`src/rtl/soc_bus.sv`:
```
// -----------------------------------------------------------------------------
// soc_bus
//   Core-side bus fabric for a small SoC. It decodes core load/store traffic
//   into a word-addressed RAM port and three memory-mapped registers, and it
//   owns an 8-bit transmit FIFO feeding a console consumer.
//
//   Address map:
//     0x0000_0000 .. 0x0000_3FFF  RAM (word address = address[13:2])
//     0xFFFF_0000                 TXDATA  (write pushes a byte, reads 0)
//     0xFFFF_0004                 STATUS  {24'b0, count[4:0], ovf, empty, full}
//     0xFFFF_0008                 CYCLES  (free-running counter, read only)
//     everything else             unmapped (reads 0, writes ignored)
//
//   Loads return one cycle after the address is presented for every region.
//   In the cycle following any write, readData repeats its previous value.
//
//   Optional feature macro: SOC_BUS_CYCLE_COUNTER_EN
//     defined   -> 32-bit cycle counter readable at CYCLES
//     undefined -> no counter flops, CYCLES reads 0
//
// Parameters:
//   FIFO_DEPTH      TX FIFO entries, power of two in 2..16
//   RAM_WORDS       RAM size in 32-bit words (at most 4096)
//
// Ports:
//   clk             single clock, rising edge
//   reset           asynchronous active-high reset
//   address         core byte address
//   writeData       core store data
//   writeEnable     core store strobe
//   readData        load data to the core (one cycle after address)
//   ramAddress      RAM word address (combinational)
//   ramWriteData    RAM store data (combinational)
//   ramWriteEnable  RAM store strobe (combinational, gated by reset)
//   ramReadData     RAM read data, valid one cycle after ramAddress
//   txData          head byte of the TX FIFO (registered)
//   txValid         TX FIFO holds at least one byte
//   txReady         consumer accepts txData this cycle
// -----------------------------------------------------------------------------
module soc_bus #(
    parameter int FIFO_DEPTH = 8,
    parameter int RAM_WORDS  = 4096
) (
    input  logic        clk,
    input  logic        reset,
    input  logic [31:0] address,
    input  logic [31:0] writeData,
    input  logic        writeEnable,
    output logic [31:0] readData,
    output logic [11:0] ramAddress,
    output logic [31:0] ramWriteData,
    output logic        ramWriteEnable,
    input  logic [31:0] ramReadData,
    output logic [7:0]  txData,
    output logic        txValid,
    input  logic        txReady
);

    localparam int          PTR_W       = $clog2(FIFO_DEPTH);
    localparam logic [31:0] RAM_LIMIT   = 32'(RAM_WORDS * 4);
    localparam logic [31:0] ADDR_TXDATA = 32'hFFFF_0000;
    localparam logic [31:0] ADDR_STATUS = 32'hFFFF_0004;
    localparam logic [31:0] ADDR_CYCLES = 32'hFFFF_0008;
    localparam logic [4:0]  DEPTH_C     = 5'(FIFO_DEPTH);

    typedef enum logic [2:0] {
        RGN_UNMAPPED,
        RGN_RAM,
        RGN_TXDATA,
        RGN_STATUS,
        RGN_CYCLES
    } region_e;

    region_e          region_d, region_q;
    logic [31:0]      mmio_d, mmio_q;
    logic             wr_q;
    logic [31:0]      hold_q;
    logic [31:0]      status_w;
    logic [31:0]      cycles_w;

    logic [7:0]       fifo_mem [FIFO_DEPTH];
    logic [PTR_W-1:0] wptr_d, wptr_q;
    logic [PTR_W-1:0] rptr_d, rptr_q;
    logic [4:0]       count_d, count_q;
    logic             ovf_d, ovf_q;
    logic [7:0]       txdata_d, txdata_q;

    logic             push_req;
    logic             push_ok;
    logic             pop;
    logic             ovf_set;
    logic             ovf_clr;

    // ------------------------------------------------------------------
    // Address decode and RAM pass-through
    // ------------------------------------------------------------------
    always_comb begin
        region_d = RGN_UNMAPPED;
        if (address < RAM_LIMIT) begin
            region_d = RGN_RAM;
        end else if (address == ADDR_TXDATA) begin
            region_d = RGN_TXDATA;
        end else if (address == ADDR_STATUS) begin
            region_d = RGN_STATUS;
        end else if (address == ADDR_CYCLES) begin
            region_d = RGN_CYCLES;
        end
    end

    assign ramAddress     = address[13:2];
    assign ramWriteData   = writeData;
    assign ramWriteEnable = writeEnable && (region_d == RGN_RAM) && !reset;

    // ------------------------------------------------------------------
    // TX FIFO control
    // ------------------------------------------------------------------
    assign pop      = (count_q != 5'd0) && txReady;
    assign push_req = writeEnable && (region_d == RGN_TXDATA);
    // A full FIFO still takes a push when the head leaves in the same cycle.
    assign push_ok  = push_req && ((count_q < DEPTH_C) || pop);
    assign ovf_set  = push_req && !push_ok;
    assign ovf_clr  = writeEnable && (region_d == RGN_STATUS) && writeData[2];

    always_comb begin
        wptr_d  = push_ok ? wptr_q + PTR_W'(1) : wptr_q;
        rptr_d  = pop     ? rptr_q + PTR_W'(1) : rptr_q;
        count_d = count_q;
        case ({push_ok, pop})
            2'b10:   count_d = count_q + 5'd1;
            2'b01:   count_d = count_q - 5'd1;
            default: count_d = count_q;
        endcase

        // Overflow set wins over a same-cycle clear.
        ovf_d = ovf_q;
        if (ovf_set) begin
            ovf_d = 1'b1;
        end else if (ovf_clr) begin
            ovf_d = 1'b0;
        end

        // Next head byte: normally the stored entry at the new read pointer,
        // but when every old entry is gone the byte being pushed becomes the
        // head and has not reached the array yet.
        txdata_d = fifo_mem[rptr_d];
        if (push_ok && (count_q == (pop ? 5'd1 : 5'd0))) begin
            txdata_d = writeData[7:0];
        end
        if (count_d == 5'd0) begin
            txdata_d = 8'h00;
        end
    end

    always_ff @(posedge clk) begin
        if (push_ok && !reset) begin
            fifo_mem[wptr_q] <= writeData[7:0];
        end
    end

    assign txValid = (count_q != 5'd0);
    assign txData  = txdata_q;

    // ------------------------------------------------------------------
    // Optional cycle counter
    // ------------------------------------------------------------------
`ifdef SOC_BUS_CYCLE_COUNTER_EN
    logic [31:0] cycles_q;

    always_ff @(posedge clk or posedge reset) begin
        if (reset) begin
            cycles_q <= 32'h0;
        end else begin
            cycles_q <= cycles_q + 32'd1;
        end
    end

    assign cycles_w = cycles_q;
`else
    assign cycles_w = 32'h0;
`endif

    // ------------------------------------------------------------------
    // MMIO read data, captured on the same edge as the region
    // ------------------------------------------------------------------
    assign status_w = {24'h0, count_q, ovf_q, (count_q == 5'd0), (count_q == DEPTH_C)};

    always_comb begin
        case (region_d)
            RGN_STATUS: mmio_d = status_w;
            RGN_CYCLES: mmio_d = cycles_w;
            default:    mmio_d = 32'h0;
        endcase
    end

    // RAM data arrives directly from the RAM one cycle late; MMIO data comes
    // from mmio_q. After a write the previous load value is replayed.
    always_comb begin
        if (wr_q) begin
            readData = hold_q;
        end else if (region_q == RGN_RAM) begin
            readData = ramReadData;
        end else begin
            readData = mmio_q;
        end
    end

    // ------------------------------------------------------------------
    // State registers
    // ------------------------------------------------------------------
    always_ff @(posedge clk or posedge reset) begin
        if (reset) begin
            region_q <= RGN_UNMAPPED;
            mmio_q   <= 32'h0;
            wr_q     <= 1'b0;
            hold_q   <= 32'h0;
            wptr_q   <= '0;
            rptr_q   <= '0;
            count_q  <= 5'd0;
            ovf_q    <= 1'b0;
            txdata_q <= 8'h00;
        end else begin
            region_q <= region_d;
            mmio_q   <= mmio_d;
            wr_q     <= writeEnable;
            hold_q   <= readData;
            wptr_q   <= wptr_d;
            rptr_q   <= rptr_d;
            count_q  <= count_d;
            ovf_q    <= ovf_d;
            txdata_q <= txdata_d;
        end
    end

endmodule

```
`config.mk`:
```
export PLATFORM = sky130hd
export DESIGN_NAME = soc_bus
export DESIGN_NICKNAME = d
export VERILOG_FILES = /design/src/rtl/soc_bus.sv
export SDC_FILE = /design/constraint.sdc
export NUM_CORES = 1
export LEC_CHECK = 0
export BUFFER_PORTS_ARGS = -buffer_cell sky130_fd_sc_hd__buf_2
export CAP_MARGIN = 20
export CELL_PAD_IN_SITES_DETAIL_PLACEMENT = 1
export CELL_PAD_IN_SITES_GLOBAL_PLACEMENT = 1
export CORE_MARGIN = 2
export CORE_UTILIZATION = 32
export DETAILED_ROUTE_END_ITERATION = 8
export PLACE_DENSITY = 0.77
export SLEW_MARGIN = 5
export SYNTH_ARGS = -nofsm -noshare
export SYNTH_HDL_FRONTEND = slang
export SYNTH_SLANG_ARGS = --single-unit
```
`constraint.sdc`:
```
create_clock -name clk -period 3.9 [get_ports clk]
set_clock_uncertainty 0.05 [all_clocks]
set_input_delay 0 -clock clk [delete_from_list [all_inputs] [get_ports clk]]
set_output_delay 0 -clock clk [all_outputs]
set_load 0.05 [all_outputs]
```
==> results by group <==
Timing
  – F_max: around 280 MHz
  – Slew Viols, Final: 0
  – Post-layout min period: 3520 ps
  – Setup Total Neg Slack: 0 ps
  – RSZ-0062 raised after global routing: no
  – Slew of the pin with the lowest slew margin: between 900 and 1000 ps
  – Tcrit/Tclk final: 0.902
  – Relative slew slack: 0.375
  – Endpoints failing setup: 0
  – Final Hold Viols: 0

Clocking
  – Clock sink count: 128
  – Clock root cell: clkbuf_16
  – Maximum clock path buffer count: 2
  – Clk_lat worst skew: 420 ps
  – CTS tree: built
  – Clock-pin slew on the worst setup and hold paths: 60 ps
  – CTS HTree Levels: 4
  – Num CTS Buffers: 17
  – PostCTS Resize Cnt: 0

Synthesis
  – Ranking of synthesized cells by area: edfxtp_1 (32%), dfrtp_1 (27%), mux2i_1 (11%)
  – Synthesized net count: 590
  – Cell taking the most area after synthesis: edfxtp_1
  – Top FF cell, synth: edfxtp_1
  – Synth cell types: 59
  – Number of enable flip-flop cells after synthesis: 64
  – Cell with the most instances after synthesis: nand2_1
  – Syn_area_per_cell: ~12 sq um
  – Async SR Flop Fraction: 0.500
  – Yosys reg bits: 128
  – Synth cell count leaders: nand2_1 (69), mux2i_1 (65), dfrtp_1 (64), edfxtp_1 (64), buf_4 (45)
  – Warnings, synthesis: 0
  – Post-synth top area share: 0.321
  – Cells after Synth: 484
  – Post-synthesis cell area: around 0.006 sq mm
  – Sequential area share after synthesis: 0.589

Die
  – Die span in x: 141 um
  – Initial Util: 0.323
  – Total core area: 0.0185 sq mm
  – I/O Pins: 186
  – Die Ht: 141 um
  – Rows: 50
  – Die area: between 0.015 and 0.02 sq mm

Pwr
  – Leakage power: 3.44 nW
  – Peak supply drop: 0.305 mV
  – Gate power share: 0.334
  – P_sw: about 1.6 mW
  – Sequential share of power: 0.346
  – Total power per unit cell area: 583 mW/mm^2
  – Internal: 3.03 mW
  – Switch share: 0.348
  – Clk pwr share: 0.320

Drt
  – Detailed Route Iter0 Violations: 179
  – Vias: 4436
  – Wire per inst: 17.5 um
  – Drt via density: 4.86
  – Routed WL: 16000 um
  – # DRC: 0
  – Final antenna-violating net count: 0
  – 1st-pass router iterations: 4

Critical path
  – Crit-path cells: dlygate4sd3_1, buf_2, or3_2, nor4_4, nand3_2, nand2_1, inv_1, ha_1, a21o_1, a21oi_1, xnor2_1, nor3_1, a221oi_1, nor3_4, a211oi_2
  – CP top delay family: simple AND/OR/NAND/NOR gates
  – CP max stage cell: dlygate4sd3_1
  – Flop2flop setup slack: 640 ps
  – Critical Path Start Type: input port
  – CP endpoint kind: register
  – Buffers and inverters on the worst path: 3
  – Crit path launch: address[14]
  – Worst R2R Start: count_q[4]
  – Crit path kind: in -> reg
  – Worst-path fanout max: 8
  – CP max stage delay: 520 ps
  – CP Data Required Time: approximately 4100 ps
  – WP data arrival: roughly 3700 ps

Global routing
  – Tot GR Track Use: 0.167
  – Vias in the first global route: 4818
  – Initial antenna violation count: 0
  – Largest net degree at the start of global routing: 65
  – Grt ovf: 0
  – Met2 usage: 0.307
  – M3 GR Usage: 0.0387
  – GR peak layer: met2
  – GR met1 Demand/Resource: 0.190
  – First-pass GRT wire length: 25500 um

Worst hold path
  – Hold Crit Class: in -> reg
  – Hold Path Origin: address[26]

Finish
  – Final nets: 772
  – Share of layout cells above drive strength 1: 0.311
  – Layout area overhead: 33.1%
  – Finished Core Util: 0.430
  – FILL cells: 1997
  – Antenna cell count: 0

Place
  – Final HPWL DP: 10800 um
  – Gpl congestion: roughly 0.83
  – Port-buffer cells: 137

Status
  – Status: completed

Flow run
  – Max_cap viols: 0
-- worst reg2reg max path, cell delays in order, from the launching register on --
cell and delay (ps):
dfrtp_1 460, nor2_1 340, a21oi_4 170, nand2_1 160, inv_1 110, ha_1 290, a21o_1 190, a21oi_1 190
xnor2_1 110, nor3_1 280, a221oi_1 170, nor3_4 480, a211oi_2 90
-- placed cells by master (no fill, tap or decap), types with 7 or more instances in the layout --
cell           instances
inv_1                  7
o21ai_0               35
mux2i_1               65
nand2_1               69
buf_4                 11
dlygate4sd3_1         74
nor4_1                 9
dfrtp_1               64
buf_2                137
a211oi_2               8
edfxtp_1              64
nor2_1                24
clkbuf_16             17
-- state kept, by name, indices dropped and copies added (netlist names) --
| register | cells |
|---|---|
| count_q | 5 |
| fifo_mem | 64 |
| hold_q | 32 |
| mmio_q | 8 |
| ovf_q | 1 |
| region_q | 3 |
| rptr_q | 3 |
| txData | 8 |
| wptr_q | 3 |
| wr_q | 1 |
-- kinds of logic (layout without fill, tap and decap cells) --
group	after synthesis	count (layout)	synth area share
compound gates	56	56	0.0640
mux	68	68	0.114
fa+ha+maj	6	6	0.0138
flops	128	128	0.589
xor+xnor	7	7	0.0128
simple gates	151	151	0.133
buf+inv	68	263	0.0730
-- layer usage --
layer  share of wire  routed length (um)  vias up
li1                -                   -     2069
met1            0.40                6380     2171
met2            0.53                8490      164
met3           0.049                 780       32
met4           0.021                 339        0
met5               0                   0        -
-- final timing paths --
path | endpoint | cells past startpoint
max | txData[0] | 15
min reg2reg | hold_q[7] | 2
min in group asynchronous | wptr_q[1] | 4
min | region_q[1] | 4
max reg2reg | txData[0] | 12
max in group asynchronous | hold_q[13] | 4
-- power groups by stage --
stage / Combinational, mW / Clock, mW / Sequential (mW)
after floorplan: 1.03 / 0 / 1.75
after global placement: 1.36 / 0 / 1.63
after detailed placement: 1.44 / 0 / 1.63
after CTS: 1.56 / 1.53 / 1.61
after global routing: 1.68 / 1.58 / 1.62
final: 1.55 / 1.49 / 1.61
-- metrics by stage --
| step | setup WS [ps] | power, mW | hold WS, ps | cell area (sq um) | cells |
|---|---|---|---|---|---|
| after floorplan | 1040 | 2.78 | -18.6 | 5980 | 484 |
| after global placement | 652 | 3.00 | -49.7 | 6660 | 807 |
| after detailed placement | 374 | 3.07 | -49.7 | 6660 | 807 |
| after CTS | 425 | 4.70 | 41.9 | 7960 | 913 |
| after global routing | 172 | 4.88 | 73.3 | 7960 | 913 |
| final | 382 | 4.64 | 61.2 | 7960 | 913 |
-- repair_timing --
action / 4_1_cts / 5_1_grt
setup buffers: 0 / 0
hold buffers: 74 / 0
hold endpoints to repair: 195 / 0
-- layout make-up --
cell class | count | area, sq um | area share
clock buffers | 18 | 429 | 0.0539
clock inverters | 14 | 133 | 0.0167
inverters | 9 | 35.0 | 0.00440
multi-input cells | 288 | 2040 | 0.256
flip-flops and latches | 128 | 3520 | 0.442
well taps | 234 | 293 | 0.0368
repair buffers | 222 | 1510 | 0.190
Note: power is estimated with default switching activity, not from simulation.
